--- src/rtl/common.sv ---
// Shared SAT-solver types: literals, propagation status codes, decision stack entries
// and the DPLL sequencer state encoding.
package common;

    // Literal index width; covers up to 16 variables.
    localparam int unsigned LIT_NUM_W = 4;

    typedef struct packed {
        logic [LIT_NUM_W-1:0] num;
        logic                 val;
    } lit;

    localparam lit zero_lit = '{num: '0, val: 1'b0};

    // 2'b11 is reserved and handled as a conflict by consumers.
    typedef enum logic [1:0] {
        PROP_UNDET    = 2'b00,
        PROP_SAT      = 2'b01,
        PROP_CONFLICT = 2'b10
    } prop_status_t;

    typedef struct packed {
        lit   l;
        logic flipped;
    } dec_entry;

    typedef enum logic [2:0] {
        StIdle,
        StPropReq,
        StPropWait,
        StDecReq,
        StDecWait,
        StBacktrack,
        StDone
    } ctrl_state_t;

endpackage

--- src/rtl/decision_stack.sv ---
// LIFO of decision entries with push, pop and in-place flip of the top entry.
// At most one operation per cycle; push wins over pop, pop over flip.
module decision_stack
    import common::*;
#(
    parameter int unsigned MAX_DEPTH = 16,
    parameter int unsigned DEPTH_W   = $clog2(MAX_DEPTH + 1)
) (
    input  logic               clock,
    input  logic               reset,
    input  logic               clear_i,
    input  logic               push_i,
    input  dec_entry           push_entry_i,
    input  logic               pop_i,
    input  logic               flip_top_i,
    output dec_entry           top_o,
    output logic [DEPTH_W-1:0] count_o
);

    localparam int unsigned IdxW = (MAX_DEPTH > 1) ? $clog2(MAX_DEPTH) : 1;
    localparam logic [DEPTH_W-1:0] FullDepth = DEPTH_W'(MAX_DEPTH);

    dec_entry           entries_q [MAX_DEPTH];
    logic [DEPTH_W-1:0] count_q;
    logic [IdxW-1:0]    top_idx;
    logic [IdxW-1:0]    push_idx;

    assign top_idx  = IdxW'(count_q - 1'b1);
    assign push_idx = IdxW'(count_q);
    assign top_o    = (count_q != '0) ? entries_q[top_idx] : '0;
    assign count_o  = count_q;

    always_ff @(posedge clock or negedge reset) begin
        if (!reset) begin
            count_q <= '0;
            for (int i = 0; i < int'(MAX_DEPTH); i++) begin
                entries_q[i] <= '0;
            end
        end else if (clear_i) begin
            count_q <= '0;
        end else if (push_i && (count_q != FullDepth)) begin
            entries_q[push_idx] <= push_entry_i;
            count_q             <= count_q + 1'b1;
        end else if (pop_i && (count_q != '0)) begin
            count_q <= count_q - 1'b1;
        end else if (flip_top_i && (count_q != '0)) begin
            entries_q[top_idx].l.val   <= ~entries_q[top_idx].l.val;
            entries_q[top_idx].flipped <= 1'b1;
        end
    end

endmodule

--- src/rtl/dpll_controller.sv ---
// DPLL sequencer: drives decision and propagation units, owns assignments and chronological
// backtracking. Define DPLL_CONTROLLER_STATS_EN to add decision/conflict counters.
module dpll_controller
    import common::*;
#(
    parameter int unsigned NUM_VARS  = 16,
    parameter int unsigned MAX_DEPTH = 16,
    parameter int unsigned DEPTH_W   = $clog2(MAX_DEPTH + 1)
) (
    input  logic                clock,
    input  logic                reset,
    input  logic                start,
    output logic                busy,
    output logic                done,
    output logic                result_sat,
    output logic                result_unsat,
    output logic                error,
    output logic                dec_find,
    input  logic                dec_ended,
    input  lit                  dec_lit,
    output logic                prop_start,
    input  logic                prop_done,
    input  logic [1:0]          prop_status,
    output logic [NUM_VARS-1:0] assign_set,
    output logic [NUM_VARS-1:0] assign_val,
    output logic [DEPTH_W-1:0]  depth
`ifdef DPLL_CONTROLLER_STATS_EN
    ,
    output logic [31:0]         stat_decisions,
    output logic [31:0]         stat_conflicts
`endif
);

    localparam logic [DEPTH_W-1:0] FullDepth = DEPTH_W'(MAX_DEPTH);

    ctrl_state_t         state_q, state_d;
    logic [NUM_VARS-1:0] assign_set_q, assign_set_d;
    logic [NUM_VARS-1:0] assign_val_q, assign_val_d;
    logic                sat_q, sat_d, unsat_q, unsat_d, err_q, err_d;

    logic                stk_clear, stk_push, stk_pop, stk_flip;
    dec_entry            stk_top, push_entry;
    logic [DEPTH_W-1:0]  stk_count;

    logic                start_accept, dec_accept, dec_illegal, conflict_seen, lit_in_range;

    assign push_entry    = '{l: dec_lit, flipped: 1'b0};
    assign lit_in_range  = 32'(dec_lit.num) < NUM_VARS;
    assign dec_illegal   = (stk_count == FullDepth) || !lit_in_range || assign_set_q[dec_lit.num];
    assign start_accept  = start && ((state_q == StIdle) || (state_q == StDone));
    assign dec_accept    = (state_q == StDecWait) && dec_ended && !dec_illegal;
    assign conflict_seen = (state_q == StPropWait) && prop_done &&
                           (prop_status != PROP_SAT) && (prop_status != PROP_UNDET);

    decision_stack #(
        .MAX_DEPTH (MAX_DEPTH),
        .DEPTH_W   (DEPTH_W)
    ) u_stack (
        .clock        (clock),
        .reset        (reset),
        .clear_i      (stk_clear),
        .push_i       (stk_push),
        .push_entry_i (push_entry),
        .pop_i        (stk_pop),
        .flip_top_i   (stk_flip),
        .top_o        (stk_top),
        .count_o      (stk_count)
    );

    always_comb begin
        state_d      = state_q;
        assign_set_d = assign_set_q;
        assign_val_d = assign_val_q;
        sat_d        = sat_q;
        unsat_d      = unsat_q;
        err_d        = err_q;
        stk_clear    = 1'b0;
        stk_push     = 1'b0;
        stk_pop      = 1'b0;
        stk_flip     = 1'b0;

        unique case (state_q)
            StIdle, StDone: begin
                if (start_accept) begin
                    assign_set_d = '0;
                    assign_val_d = '0;
                    sat_d        = 1'b0;
                    unsat_d      = 1'b0;
                    err_d        = 1'b0;
                    stk_clear    = 1'b1;
                    state_d      = StPropReq;
                end
            end
            StPropReq: state_d = StPropWait;
            StPropWait: begin
                if (prop_done) begin
                    if (prop_status == PROP_SAT) begin
                        sat_d   = 1'b1;
                        state_d = StDone;
                    end else if (prop_status == PROP_UNDET) begin
                        state_d = StDecReq;
                    end else begin
                        state_d = StBacktrack;
                    end
                end
            end
            StDecReq: state_d = StDecWait;
            StDecWait: begin
                if (dec_ended) begin
                    if (dec_illegal) begin
                        err_d   = 1'b1;
                        state_d = StDone;
                    end else begin
                        stk_push                   = 1'b1;
                        assign_set_d[dec_lit.num] = 1'b1;
                        assign_val_d[dec_lit.num] = dec_lit.val;
                        state_d                    = StPropReq;
                    end
                end
            end
            StBacktrack: begin
                // Pop exhausted (already flipped) decisions one per cycle, then try the other branch.
                if (stk_count == '0) begin
                    unsat_d = 1'b1;
                    state_d = StDone;
                end else if (stk_top.flipped) begin
                    assign_set_d[stk_top.l.num] = 1'b0;
                    stk_pop                      = 1'b1;
                end else begin
                    assign_val_d[stk_top.l.num] = ~assign_val_q[stk_top.l.num];
                    stk_flip                     = 1'b1;
                    state_d                      = StPropReq;
                end
            end
            default: state_d = StIdle;
        endcase
    end

    always_ff @(posedge clock or negedge reset) begin
        if (!reset) begin
            state_q      <= StIdle;
            assign_set_q <= '0;
            assign_val_q <= '0;
            sat_q        <= 1'b0;
            unsat_q      <= 1'b0;
            err_q        <= 1'b0;
        end else begin
            state_q      <= state_d;
            assign_set_q <= assign_set_d;
            assign_val_q <= assign_val_d;
            sat_q        <= sat_d;
            unsat_q      <= unsat_d;
            err_q        <= err_d;
        end
    end

    assign busy         = (state_q != StIdle) && (state_q != StDone);
    assign done         = (state_q == StDone);
    assign prop_start   = (state_q == StPropReq);
    assign dec_find     = (state_q == StDecReq);
    assign result_sat   = sat_q;
    assign result_unsat = unsat_q;
    assign error        = err_q;
    assign assign_set   = assign_set_q;
    assign assign_val   = assign_val_q;
    assign depth        = stk_count;

`ifdef DPLL_CONTROLLER_STATS_EN
    logic [31:0] stat_dec_q, stat_conf_q;

    always_ff @(posedge clock or negedge reset) begin
        if (!reset) begin
            stat_dec_q  <= '0;
            stat_conf_q <= '0;
        end else if (start_accept) begin
            stat_dec_q  <= '0;
            stat_conf_q <= '0;
        end else begin
            if (dec_accept && (stat_dec_q != '1)) begin
                stat_dec_q <= stat_dec_q + 32'd1;
            end
            if (conflict_seen && (stat_conf_q != '1)) begin
                stat_conf_q <= stat_conf_q + 32'd1;
            end
        end
    end

    assign stat_decisions = stat_dec_q;
    assign stat_conflicts = stat_conf_q;
`else
    logic unused_stats;
    assign unused_stats = dec_accept ^ conflict_seen;
`endif

endmodule
--- config.mk ---
export PLATFORM = sky130hd
export DESIGN_NAME = dpll_controller
export DESIGN_NICKNAME = d
export VERILOG_FILES = /design/src/rtl/common.sv /design/src/rtl/decision_stack.sv /design/src/rtl/dpll_controller.sv
export SDC_FILE = /design/constraint.sdc
export NUM_CORES = 1
export LEC_CHECK = 0
export BUFFER_PORTS_ARGS = -buffer_cell sky130_fd_sc_hd__buf_4
export CAP_MARGIN = 20
export CORE_UTILIZATION = 50
export DETAILED_ROUTE_END_ITERATION = 6
export PLACE_DENSITY = 0.79
export SYNTH_ARGS = -nofsm -noshare
export SYNTH_HDL_FRONTEND = slang
export SYNTH_SLANG_ARGS = --single-unit
--- constraint.sdc ---
create_clock -name clock -period 5.1 [get_ports clock]
set_input_delay 0.765 -clock clock [delete_from_list [all_inputs] [get_ports clock]]
set_output_delay 0.765 -clock clock [all_outputs]
set_load 0.01 [all_outputs]
==> reports/metrics.yaml <==
clock_tree:
  cts_made_buffers: 17
  cts_sinks: 123
  cts-hold-fix-buffers: 0
  clk-insertion-delay-late_ns: 0.42
  post-cts-setup-buffers: 0
  cts_tree: "built"
  htreeDepth: 4
  post_cts_resize_count: 0
  root_buffer: "clkbuf_16"
  path_clk_slew_ns: 0.06
  clock_path_buffers: 2
worst_setup_path:
  start_kind: "flip-flop"
  critPathMaxFanout: 16
  max_stage_delay_ns: 0.69
  endpoint_kind: "flip-flop"
  path_cells: "inv_1, ha_1, nor3b_1, nor2b_1, nor2_1, a21oi_2, nand3_2, a221o_1, a21o_1"
  critical_path.top_delay_family: "simple AND/OR/NAND/NOR gates"
  critical_path_class: "reg2reg"
  cp_num_buf_inv: 1
  slowest_stage: "nor2b_1"
  cp.arrival_ns: 4.18
  required_ns: 5.41
logic_synthesis:
  synth_fp_nets: 641
  yosysWarnings: 0
  yosysSeqAreaShare_pct: 44.0
  syn_avg_cell_area_sq_um: 11.2
  synth.cell_area_sq_um: 6990
  synth-edff-count: 0
  syn_inst: 623
  ys.flop_type: "dfrtp_1"
  yosysUniqueCellTypes: 79
  ys_ff_latch: 123
  synthArstFlopShare_pct: 100
grt:
  grt_pass1_vias: 5624
  grt.overflow.total: 0
  grt_use_total_pct: 28.1
  grt_pass1_wl_microns: 31000
  antenna_found_initial: 0
  grt_max_degree: 76
floorplanning:
  num_rows: 42
  die-width_microns: 120
  ios: 56
  die_h_microns: 120
  core_sq_um: 13500
  die-area_sq_um: 14500
  initial_core_util_pct: 52.0
power_and_ir_drop:
  switching_power_w: 0.00157
  power.leakage_nw: 3.62
  pwr-share-comb_pct: 36.3
  p_seq_share_pct: 33.0
  pwr_density_cell_nw_per_um2: 517
  vdd_drop_max_mv: 0.333
  swShare_pct: 37.9
  intPower_w: 0.00258
  power.share.clock_pct: 30.7
hold_path:
  hold_class: "in2async"
routing:
  wl_microns: 19300
  wl_per_cell_microns: 22.8
  drt_iter0_markers: 589
  ant_nets: 0
  num_vias: 5640
  via_per_inst: 6.67
  drc: 0
  dr.pass1.iters: 7
sta:
  period_share_pct: 75.8
  drv_slew: 0
  max_freq_mhz: 259
  fin_tns_setup_ns: 0
  worst_pin_slew_ns: 0.958
  clock_skew_ns: 0.00805
  rsz0062_at_grt: "no"
  finalSetupViolations: 0
  max_slew_margin_pct: 36.0
  layout_setup_ws_ns: 1.23
  hold_viol: 0
  period_needed_ns: 3.87
placement:
  io_buffers: 55
  pre_cts_ws_ns: 1.25
  gp_congestion: 0.909
  hpwl_microns: 13200
run_status:
  status: "finished clean"
final_layout:
  n_antenna_cell: 0
  final_common_cell: "dfrtp_1"
  final_cell_mix: "122 x dfrtp_1, 69 x mux2_2, 60 x buf_4"
  drive_gt1_share_pct: 29.3
  area_growth_pct: 14.8
  nets: 675
job:
  maxCapViolCount: 0
==> cell type report <==
class	instances	area, sq um
Inverter	12	45.0
Timing Repair Buffer	60	450
Clock inverter	12	160
Fill cell	1132	5430
Clock buffer	20	467
Sequential cell	123	3080
Multi-Input combinational cell	443	3610
Tap cell	176	220
==> synthesized netlist by cell type (7+ instances only) <==
| cell type | number | share of area [%] |
|---|---|---|
| nor2_1 | 19 | 1.0 |
| mux4_2 | 15 | 4.8 |
| a21oi_1 | 17 | 1.2 |
| and3_1 | 10 | 0.89 |
| o21ai_1 | 12 | 0.86 |
| nand3_1 | 27 | 1.9 |
| mux2_2 | 69 | 11 |
| clkbuf_1 | 24 | 1.3 |
| nor3b_1 | 7 | 0.75 |
| a31oi_1 | 11 | 0.98 |
| nor2b_1 | 9 | 0.81 |
| nor3_1 | 16 | 1.1 |
| a22o_1 | 15 | 1.9 |
| o21ai_0 | 32 | 2.3 |
| nand4_1 | 7 | 0.63 |
| inv_1 | 12 | 0.64 |
| buf_2 | 9 | 0.64 |
| nand2_1 | 42 | 2.3 |
| dfrtp_1 | 123 | 44 |
| mux2i_1 | 12 | 1.7 |
==> per-layer routing <==
layer / routed length (microns) / up-vias / global-route usage (%)
met2: 9280 / 318 / 44.3
li1: - / 2452 / -
met1: 8080 / 2817 / 38.1
met5: 0 / - / 0
met4: 501 / 0 / 11.7
met3: 1400 / 53 / 5.71
==> power by group through the flow <==
stage | Clock, W | Sequential (W) | Combinational (W)
floorplan | 0 | 0.00131 | 0.00115
global placement | 0 | 0.00135 | 0.00145
detailed placement | 0 | 0.00138 | 0.00148
CTS | 0.00129 | 0.00136 | 0.00149
global route | 0.00133 | 0.00140 | 0.00162
finish | 0.00127 | 0.00137 | 0.00151
==> metrics by stage <==
stage               power (W)  hold slack (ns)  util [%]  cell area, sq um  cells
floorplan             0.00246            0.450         -              6990    623
global placement      0.00280            0.461      55.0              7400    814
detailed placement    0.00286            0.471      55.0              7400    814
CTS                   0.00415            0.484      59.7              8030    846
global route          0.00435            0.493      59.7              8030    846
finish                0.00415            0.461      59.7              8030    846
==> logic make-up (layout without fill, tap and decap cells) <==
kind of cell    after synthesis  after routing  synth area share [%]
fa+ha+maj                     6              6                  1.07
flops                       123            123                  44.0
simple gates                171            171                  13.3
compound gates              157            157                  16.4
xor+xnor                      2              2                 0.358
buf+inv                      57            104                  4.40
mux                         107            107                  20.5
==> final timing paths <==
check	startpoint	endpoint	slack, ns	cells after the start
setup / recovery	u_stack.count_o[1]	assign_val[9]	1.23	9
min in group clock	u_stack.entries_q[3]	u_stack.entries_q[3]	0.48	1
max in group asynchronous	reset	assign_set[0]	3.42	2
hold / removal	reset	state_q[2]	0.46	1
setup reg to reg	u_stack.count_o[1]	assign_val[9]	1.23	9
hold reg to reg	u_stack.entries_q[3]	u_stack.entries_q[3]	0.48	1
==> registers in the layout (all words and copies together) (netlist names) <==
signal,count
u_stack.entries_q,80
u_stack.count_o,5
result_unsat,1
result_sat,1
assign_set,16
error,1
state_q,3
assign_val,16
Power figures use the tool's default switching activity.
